File: src/rtl/el2_ifu_dec_ibuf.sv
// Instruction buffer between the IFU aligner and decode: a small FIFO of
// aligned instructions with PC, size and fault attributes; head feeds decode.
module el2_ifu_dec_ibuf #(
  parameter int DEPTH = 4
) (
  input  logic        clk,
  input  logic        rst_l,
  input  logic        aln_valid,
  output logic        aln_ready,
  input  logic [31:0] aln_instr,
  input  logic [15:0] aln_cinst,
  input  logic [30:0] aln_pc,
  input  logic        aln_pc4,
  input  logic        aln_icaf,
  input  logic [1:0]  aln_icaf_type,
  input  logic        aln_icaf_second,
  input  logic        aln_dbecc,
  input  logic        flush,
  input  logic        dec_i0_decode_d,
  output logic        ifu_i0_valid,
  output logic [31:0] ifu_i0_instr,
  output logic [15:0] ifu_i0_cinst,
  output logic [30:0] ifu_i0_pc,
  output logic        ifu_i0_pc4,
  output logic        ifu_i0_icaf,
  output logic [1:0]  ifu_i0_icaf_type,
  output logic        ifu_i0_icaf_second,
  output logic        ifu_i0_dbecc,
  output logic        ibuf_pmu_full_stall,
  output logic        ibuf_pop_empty_err
);

  localparam int PTR_W = $clog2(DEPTH);

  typedef struct packed {
    logic [31:0] instr;
    logic [15:0] cinst;
    logic [30:0] pc;
    logic        pc4;
    logic        icaf;
    logic [1:0]  icaf_type;
    logic        icaf_second;
    logic        dbecc;
  } entry_t;

  entry_t             entry_mem [DEPTH];
  entry_t             wr_data;
  entry_t             head;
  logic [PTR_W-1:0]   rd_ptr;
  logic [PTR_W-1:0]   wr_ptr;
  logic [PTR_W:0]     count;
  logic               push;
  logic               pop;

  assign aln_ready           = (count != (PTR_W+1)'(DEPTH));
  assign ifu_i0_valid        = (count != '0);
  assign ibuf_pmu_full_stall = aln_valid & ~aln_ready;

  // Flush masks both sides so nothing moves in the flush cycle.
  assign push = aln_valid & aln_ready & ~flush;
  assign pop  = dec_i0_decode_d & ifu_i0_valid & ~flush;

  assign wr_data = '{instr:       aln_instr,
                     cinst:       aln_cinst,
                     pc:          aln_pc,
                     pc4:         aln_pc4,
                     icaf:        aln_icaf,
                     icaf_type:   aln_icaf_type,
                     icaf_second: aln_icaf_second,
                     dbecc:       aln_dbecc};

  // Payload storage is intentionally unreset; valid is derived from count only.
  always_ff @(posedge clk) begin
    if (push) entry_mem[wr_ptr] <= wr_data;
  end

  assign head               = entry_mem[rd_ptr];
  assign ifu_i0_instr       = head.instr;
  assign ifu_i0_cinst       = head.cinst;
  assign ifu_i0_pc          = head.pc;
  assign ifu_i0_pc4         = head.pc4;
  assign ifu_i0_icaf        = head.icaf;
  assign ifu_i0_icaf_type   = head.icaf_type;
  assign ifu_i0_icaf_second = head.icaf_second;
  assign ifu_i0_dbecc       = head.dbecc;

  always_ff @(posedge clk or negedge rst_l) begin
    if (!rst_l) begin
      rd_ptr <= '0;
      wr_ptr <= '0;
      count  <= '0;
    end else if (flush) begin
      rd_ptr <= '0;
      wr_ptr <= '0;
      count  <= '0;
    end else begin
      if (push) wr_ptr <= wr_ptr + 1'b1;
      if (pop)  rd_ptr <= rd_ptr + 1'b1;
      case ({push, pop})
        2'b10:   count <= count + 1'b1;
        2'b01:   count <= count - 1'b1;
        default: count <= count;
      endcase
    end
  end

  // Sticky diagnostic: decode retired an instruction the buffer never held.
  always_ff @(posedge clk or negedge rst_l) begin
    if (!rst_l) begin
      ibuf_pop_empty_err <= 1'b0;
    end else if (dec_i0_decode_d & ~ifu_i0_valid & ~flush) begin
      ibuf_pop_empty_err <= 1'b1;
    end
  end

endmodule

File: config.mk
export PLATFORM = sky130hd
export DESIGN_NAME = el2_ifu_dec_ibuf
export DESIGN_NICKNAME = d
export VERILOG_FILES = /design/src/rtl/el2_ifu_dec_ibuf.sv
export SDC_FILE = /design/constraint.sdc
export NUM_CORES = 1
export LEC_CHECK = 0
export BUFFER_PORTS_ARGS = -buffer_cell sky130_fd_sc_hd__buf_4
export CORE_MARGIN = 2
export CORE_UTILIZATION = 61
export DETAILED_ROUTE_END_ITERATION = 7
export GPL_TIMING_DRIVEN = 0
export PLACE_DENSITY = 0.84
export SKIP_LAST_GASP = 1
export SYNTH_ARGS = -nofsm -noshare
export SYNTH_HDL_FRONTEND = slang
export SYNTH_SLANG_ARGS = --single-unit
File: constraint.sdc
create_clock -name clk -period 7.3 [get_ports clk]
set_input_delay 1.46 -clock clk [delete_from_list [all_inputs] [get_ports clk]]
set_output_delay 1.46 -clock clk [all_outputs]
set_load 0.005 [all_outputs]
==> run metrics, run 1 <==
max_slew headroom=50.6%; top-count cell post-synth=edfxtp_1; Post-CTS Setup Inserts=0; Min-Delay Startpoint=ibuf_pop_empty_err$_DFFE_PN0P_; via-per-instance ratio=5.96; # rows=53; unrepaired setup endpoints after global routing=no; WL/cell=24.0 um; YS warnings=0; Period minus WS final=3650 ps; clk_lat worst skew=500 ps; drt first pass iters=5; RePlAce Congestion=0.840; #FFs+latches synth=348; Clock Skew=19.0 ps; Main synth FF type=edfxtp_1; first-pass GRT wire length=38.0 mm; Final period util=50.0%; Pwr Total=4510 uW; Overflow after GRT=0; worst slack, placed=3620 ps; final hold violations=0; Distinct cells, synth=37; Post-DRT Antenna Nets=0; CTS Sinks=348; IO Pins=179; grt met1 use=29.5%; area grow syn2layout=22.2%; status=complete, no violations; CP Max Fanout=10; Required @ worst endpoint=5840 ps; Post-Synthesis Cell Area=12900 um2; DIE WIDTH=150 um; Fmax achieved=274 MHz; Die ar.=22400 um2; Critical Path Source=aln_valid; register area share after synthesis=80.6%; Max VDD drop=0.218 mV; Root Driver=clkbuf_16; fin. max-slew vios=0; post-synth top area share=79.0%; ranking of synthesized cells by area=edfxtp_1 (79%), mux4_2 (15%), dfrtp_1 (1.5%); share of cells above drive strength 1=44.8%; vias in the first global route=6674; total number of H-tree levels=2; CP Launch Type=primary input; CTS tree=yes; # hold bufs at CTS=0; met3 GRT Util=6.22%; Initial DRC Count=427; Core ar.=20900 um2; number of synthesized flops with an enable pin=340; die height=150 um; Crit. End Element=primary output; IO buf count=177; antenna violations before repair=0; Synth Area per Inst=24.9 um2; post-CTS sizing=0; GRT Total Usage=22.8%; clock transition at the registers of the reported paths=60 ps; Max clock buf depth=3; PD cells=286 nW/um2; hold crit path type=reg -> reg; met2 Resource Use GR=39.2%; post-synth top area cell=edfxtp_1; Async S/R FF share, synth=2.30%; setup TNS=0 ps; Syn Nets=613; Post-Syn Instances=518; Worst EP arrival=2190 ps; Routed WL=24.9 mm; Post-synth top cells=edfxtp_1 (340), mux4_2 (85), buf_2 (10), dfrtp_1 (8); largest net degree at the start of global routing=58; max cap viols=0; final worst setup slack=3650 ps; crit path kind=in -> out; GR peak layer=met2; CTS Buf Count=35; Pleak=0.00533 uW; Initial Utilization=61.8%; post-DP HPWL=14.8 mm; Nets=831; worst reg2reg path startpoint=count[1]$_DFFE_PN0P_; # diodes=0; # fillers=1121; DRC violations left=0; # setup viols final=0; via count=6179; worst slew pin tran=741 ps
-- per-layer routing --
metal	wire length, um	vias to the layer above
met5	0	-
met2	13100	268
met4	420	0
li1	-	2644
met3	2110	41
met1	9320	3226
-- worst max-delay path: stages --
cell and delay [ps]:
buf_4 110, buf_4 160, inv_1 220, nor2_1 90, buf_4 140
-- report_power, final --
part / internal (uW) / switching [uW] / leakage, uW
Clock: 963 / 698 / 0.000523
Combinational: 320 / 250 / 0.00161
Sequential: 2260 / 18.0 / 0.00319
Total: 3540 / 966 / 0.00533
-- through the flow --
stage	cells	hold slack (ps)	cell area, um2	utilization, %
detailed placement	974	464	14700	70.4
finish	1036	483	15800	75.6
global placement	970	463	14600	69.8
CTS	1036	486	15800	75.6
floorplan	518	468	12900	-
global route	1036	533	15800	75.6
-- flip-flops by register name, indices dropped and copies added (netlist names) --
name / flops
entry_mem: 340
ibuf_pop_empty_err: 1
wr_ptr: 2
count: 3
rd_ptr: 2
-- area by class of cell --
class,instances,area (um2),share of cell area (%)
clock inverters,18,124,0.785
plain buffers,26,200,1.27
repair buffers,181,1440,9.11
multi-input cells,138,2290,14.5
flip-flops and latches,348,10400,65.9
inverters,6,22.5,0.143
well taps,275,344,2.18
clock buffers,44,952,6.03
-- final timing paths --
check                      slack (ps)  depth (start not counted)                              to
max                              3650                          5             ibuf_pmu_full_stall
min                               480                          1  ibuf_pop_empty_err$_DFFE_PN0P_
max reg2reg                      4650                          5      entry_mem[1][84]$_DFFE_PP_
min reg2reg                       480                          1  ibuf_pop_empty_err$_DFFE_PN0P_
max in group asynchronous        6380                          1           wr_ptr[1]$_DFFE_PN0P_
min in group asynchronous         780                          1  ibuf_pop_empty_err$_DFFE_PN0P_
-- placed cells by master, fill, tap and decap left out, types with 2 or more instances in the layout --
| master | count |
|---|---|
| a2111oi_0 | 2 |
| a21oi_1 | 6 |
| and2_4 | 4 |
| buf_12 | 3 |
| buf_16 | 4 |
| buf_2 | 10 |
| buf_4 | 183 |
| clkbuf_1 | 11 |
| clkbuf_16 | 37 |
| clkinv_1 | 5 |
| clkinv_2 | 7 |
| clkinvlp_4 | 3 |
| dfrtp_1 | 8 |
| edfxtp_1 | 340 |
| ha_1 | 4 |
| inv_1 | 6 |
| mux4_2 | 85 |
| nand2b_1 | 5 |
| nand3_1 | 3 |
| nand3b_1 | 2 |
| nor2_1 | 5 |
| nor3_1 | 2 |
| o21ai_0 | 2 |
| or3_1 | 2 |
| xor2_1 | 2 |
-- cell families after synthesis --
family | count (synthesis) | share of synthesized area, %
xor+xnor | 3 | 0.203
fa+ha+maj | 5 | 0.542
flops | 348 | 80.6
buf+inv | 32 | 1.72
simple gates | 26 | 1.14
mux | 85 | 14.8
compound gates | 19 | 0.978
Power figures use the tool's default switching activity.
==> run 2: changes to the inputs <==
--- a/config.mk
+++ b/config.mk
@@ -7,10 +7,10 @@
 export LEC_CHECK = 0
 export BUFFER_PORTS_ARGS = -buffer_cell sky130_fd_sc_hd__buf_4
 export CORE_MARGIN = 2
-export CORE_UTILIZATION = 61
+export CORE_UTILIZATION = 57
 export DETAILED_ROUTE_END_ITERATION = 7
 export GPL_TIMING_DRIVEN = 0
-export PLACE_DENSITY = 0.84
+export PLACE_DENSITY = 0.79
 export SKIP_LAST_GASP = 1
 export SYNTH_ARGS = -nofsm -noshare
 export SYNTH_HDL_FRONTEND = slang
==> constraint.sdc (replaced) <==
create_clock -name clk -period 3.6 [get_ports clk]
set_input_delay 0.72 -clock clk [delete_from_list [all_inputs] [get_ports clk]]
set_output_delay 0.72 -clock clk [all_outputs]
set_load 0.005 [all_outputs]
==> run 2 against run 1 <==
Compared with the run above:
- setup slack lost 2900 ps
- count of clock-buffer cells in the layout up 2
- utilization is 5.0 points lower
- critical path type is now reg -> out
- sequential power increased by 100%
- critical endpoint is now ifu_i0_cinst[4]
- worst hold slack got worse by 450 ps
- highest routed layer unchanged
==> run metrics, run 2 (synthesis results as in run 1) <==
status=complete, no violations (unchanged); Placed Cells incl. Taps=984 (was 974); CP max-delay cell=mux4_2 (was inv_1); Final period util=79.1%; DRC violations left=0 (unchanged); worst slack, placed=745 ps (was 3620 ps); share of cells above drive strength 1=44.5% (was 44.8%); fin cells=1047 (was 1036); Max VDD drop=0.430 mV (was 0.218 mV); final worst setup slack=751 ps (was 3650 ps); crit path kind=reg -> out (was in -> out); area grow syn2layout=22.5% (was 22.2%); first-pass GRT wire length=37.0 mm (was 38.0 mm); Overflow after GRT=0 (unchanged); WHS=38.1 ps (was 483 ps); commonest non-fill, non-tap cells in the layout=edfxtp_1 (340), buf_4 (183), mux4_2 (85) (unchanged); Core ar.=22400 um2 (was 20900 um2); Max clock buf depth=3 (unchanged); fin. max-slew vios=0 (unchanged); Initial DRC Count=348 (was 427); drt first pass iters=4 (was 5); hold crit path type=in -> async (was reg -> reg); worst path buffer plus inverter count=4 (unchanged); # diodes=0 (unchanged); biggest regs=entry_mem x340, count x3 (unchanged); worst reg2reg path startpoint=count[1]$_DFFE_PN0P_ (unchanged); DIE WIDTH=155 um (was 150 um); Required @ worst endpoint=2880 ps (was 5840 ps); CP Launch Type=flop (was primary input); crit-path max cell delay=370 ps (was 220 ps); Die ar.=23900 um2 (was 22400 um2); # rows=55 (was 53); antenna violations before repair=0 (unchanged); # setup viols final=0 (unchanged); CTS tree=yes (unchanged); Post-CTS Setup Inserts=0 (unchanged); reg2reg end=entry_mem[0][57]$_DFFE_PP_ (was entry_mem[1][84]$_DFFE_PP_); critical path, cell by cell=buf_2 > buf_2 > buf_2 > mux4_2 > buf_4 (was buf_4 > buf_4 > inv_1 > nor2_1 > buf_4); max_slew headroom=54.2% (was 50.6%); RePlAce Congestion=0.826 (was 0.840); Biggest register=entry_mem (unchanged); Crit. End Element=primary output (unchanged); Post-Route Utilization=70.5% (was 75.6%); total number of H-tree levels=2 (unchanged); Initial Utilization=57.6% (was 61.8%); GRT Total Usage=20.6% (was 22.8%); die height=155 um (was 150 um); unrepaired setup endpoints after global routing=no (unchanged); CP Max Fanout=10 (unchanged); vias in the first global route=6533 (was 6674); WL/cell=23.0 um (was 24.0 um); family with the most delay on the worst path=buffers and inverters (unchanged); largest net degree at the start of global routing=59 (was 58); clk_lat worst skew=490 ps (was 500 ps); R2R Setup Slk=1070 ps (was 4650 ps); PD cells=581 nW/um2 (was 286 nW/um2); final hold violations=0 (unchanged); CTS Buf Count=35 (unchanged); clock transition at the registers of the reported paths=60 ps (about the same); post-DP HPWL=14.9 mm (was 14.8 mm); post-CTS sizing=0 (unchanged); worst-case reg-to-reg path depth=5 (unchanged); Crit path top cell by count=buf_2 (was buf_4); Period minus WS final=2850 ps; worst slew pin tran=687 ps (was 741 ps); via-per-instance ratio=5.76 (was 5.96); via count=6026 (was 6179); Routed WL=24.0 mm (was 24.9 mm); max cap viols=0 (unchanged); Fmax achieved=351 MHz; Post-DRT Antenna Nets=0 (unchanged); Clock Skew=9.68 ps (was 19.0 ps); Nets=831 (unchanged); IO Pins=179 (unchanged); CTS Sinks=348 (unchanged); # hold bufs at CTS=0 (unchanged); Pleak=0.00534 uW (was 0.00533 uW); max FFs per register=340 (unchanged); IO buf count=177 (unchanged); Root Driver=clkbuf_16 (unchanged); most common cell after layout, fill and taps aside=edfxtp_1 (unchanged); Worst EP arrival=2130 ps (was 2190 ps)
## run 2: routing by layer
layer	track usage, %	part of all wire, %	up-vias
li1	-	-	2644
met1	27.2	39	3128
met2	35.9	54	217
met3	4.06	6.0	37
met4	5.07	1.6	0
met5	0	0	-
## run 2: stage by stage
stage               power, uW  instance area [um2]  TNS (ps)
floorplan                5320                12900         0
global placement         5820                14600    -25390
detailed placement       5870                14700         0
CTS                      9290                15800         0
global route             9530                15800         0
finish                   9190                15800         0
## run 2: how the worst max path moves through the flow
stage / start / endpoint / depth (start not counted)
2_1_floorplan: aln_valid / entry_mem[0][0]$_DFFE_PP_ / 4
3_3_place_gp: aln_valid / entry_mem[1][67]$_DFFE_PP_ / 5
3_5_place_dp: aln_valid / entry_mem[0][59]$_DFFE_PP_ / 6
4_1_cts: rd_ptr[1]$_DFFE_PN0P_ / ifu_i0_cinst[12] / 5
5_1_grt: rd_ptr[1]$_DFFE_PN0P_ / ifu_i0_instr[20] / 5
6_report: rd_ptr[1]$_DFFE_PN0P_ / ifu_i0_cinst[4] / 5
## run 2: cell type report
| type | count | area (um2) |
|---|---|---|
| Sequential cell | 348 | 10400 |
| Fill cell | 1315 | 6610 |
| Multi-Input combinational cell | 138 | 2290 |
| Timing Repair Buffer | 181 | 1440 |
| Clock buffer | 46 | 970 |
| Tap cell | 285 | 357 |
| Buffer | 26 | 200 |
| Clock inverter | 17 | 131 |
| Inverter | 6 | 22.5 |
## run 2: report_power, final
part | internal (uW) | switching [uW] | leakage, uW
sequential | 4580 | 34.4 | 0.00319
combinational | 649 | 500 | 0.00161
clock | 2040 | 1380 | 0.000536
total | 7270 | 1920 | 0.00534
## run 2: worst register-to-register path, delay by kind of cell (launching register included)
kind                   cells  cell delay (ps)
AND/OR/NAND/NOR            3             1120
buffers and inverters      2              680
flip-flops                 1              380
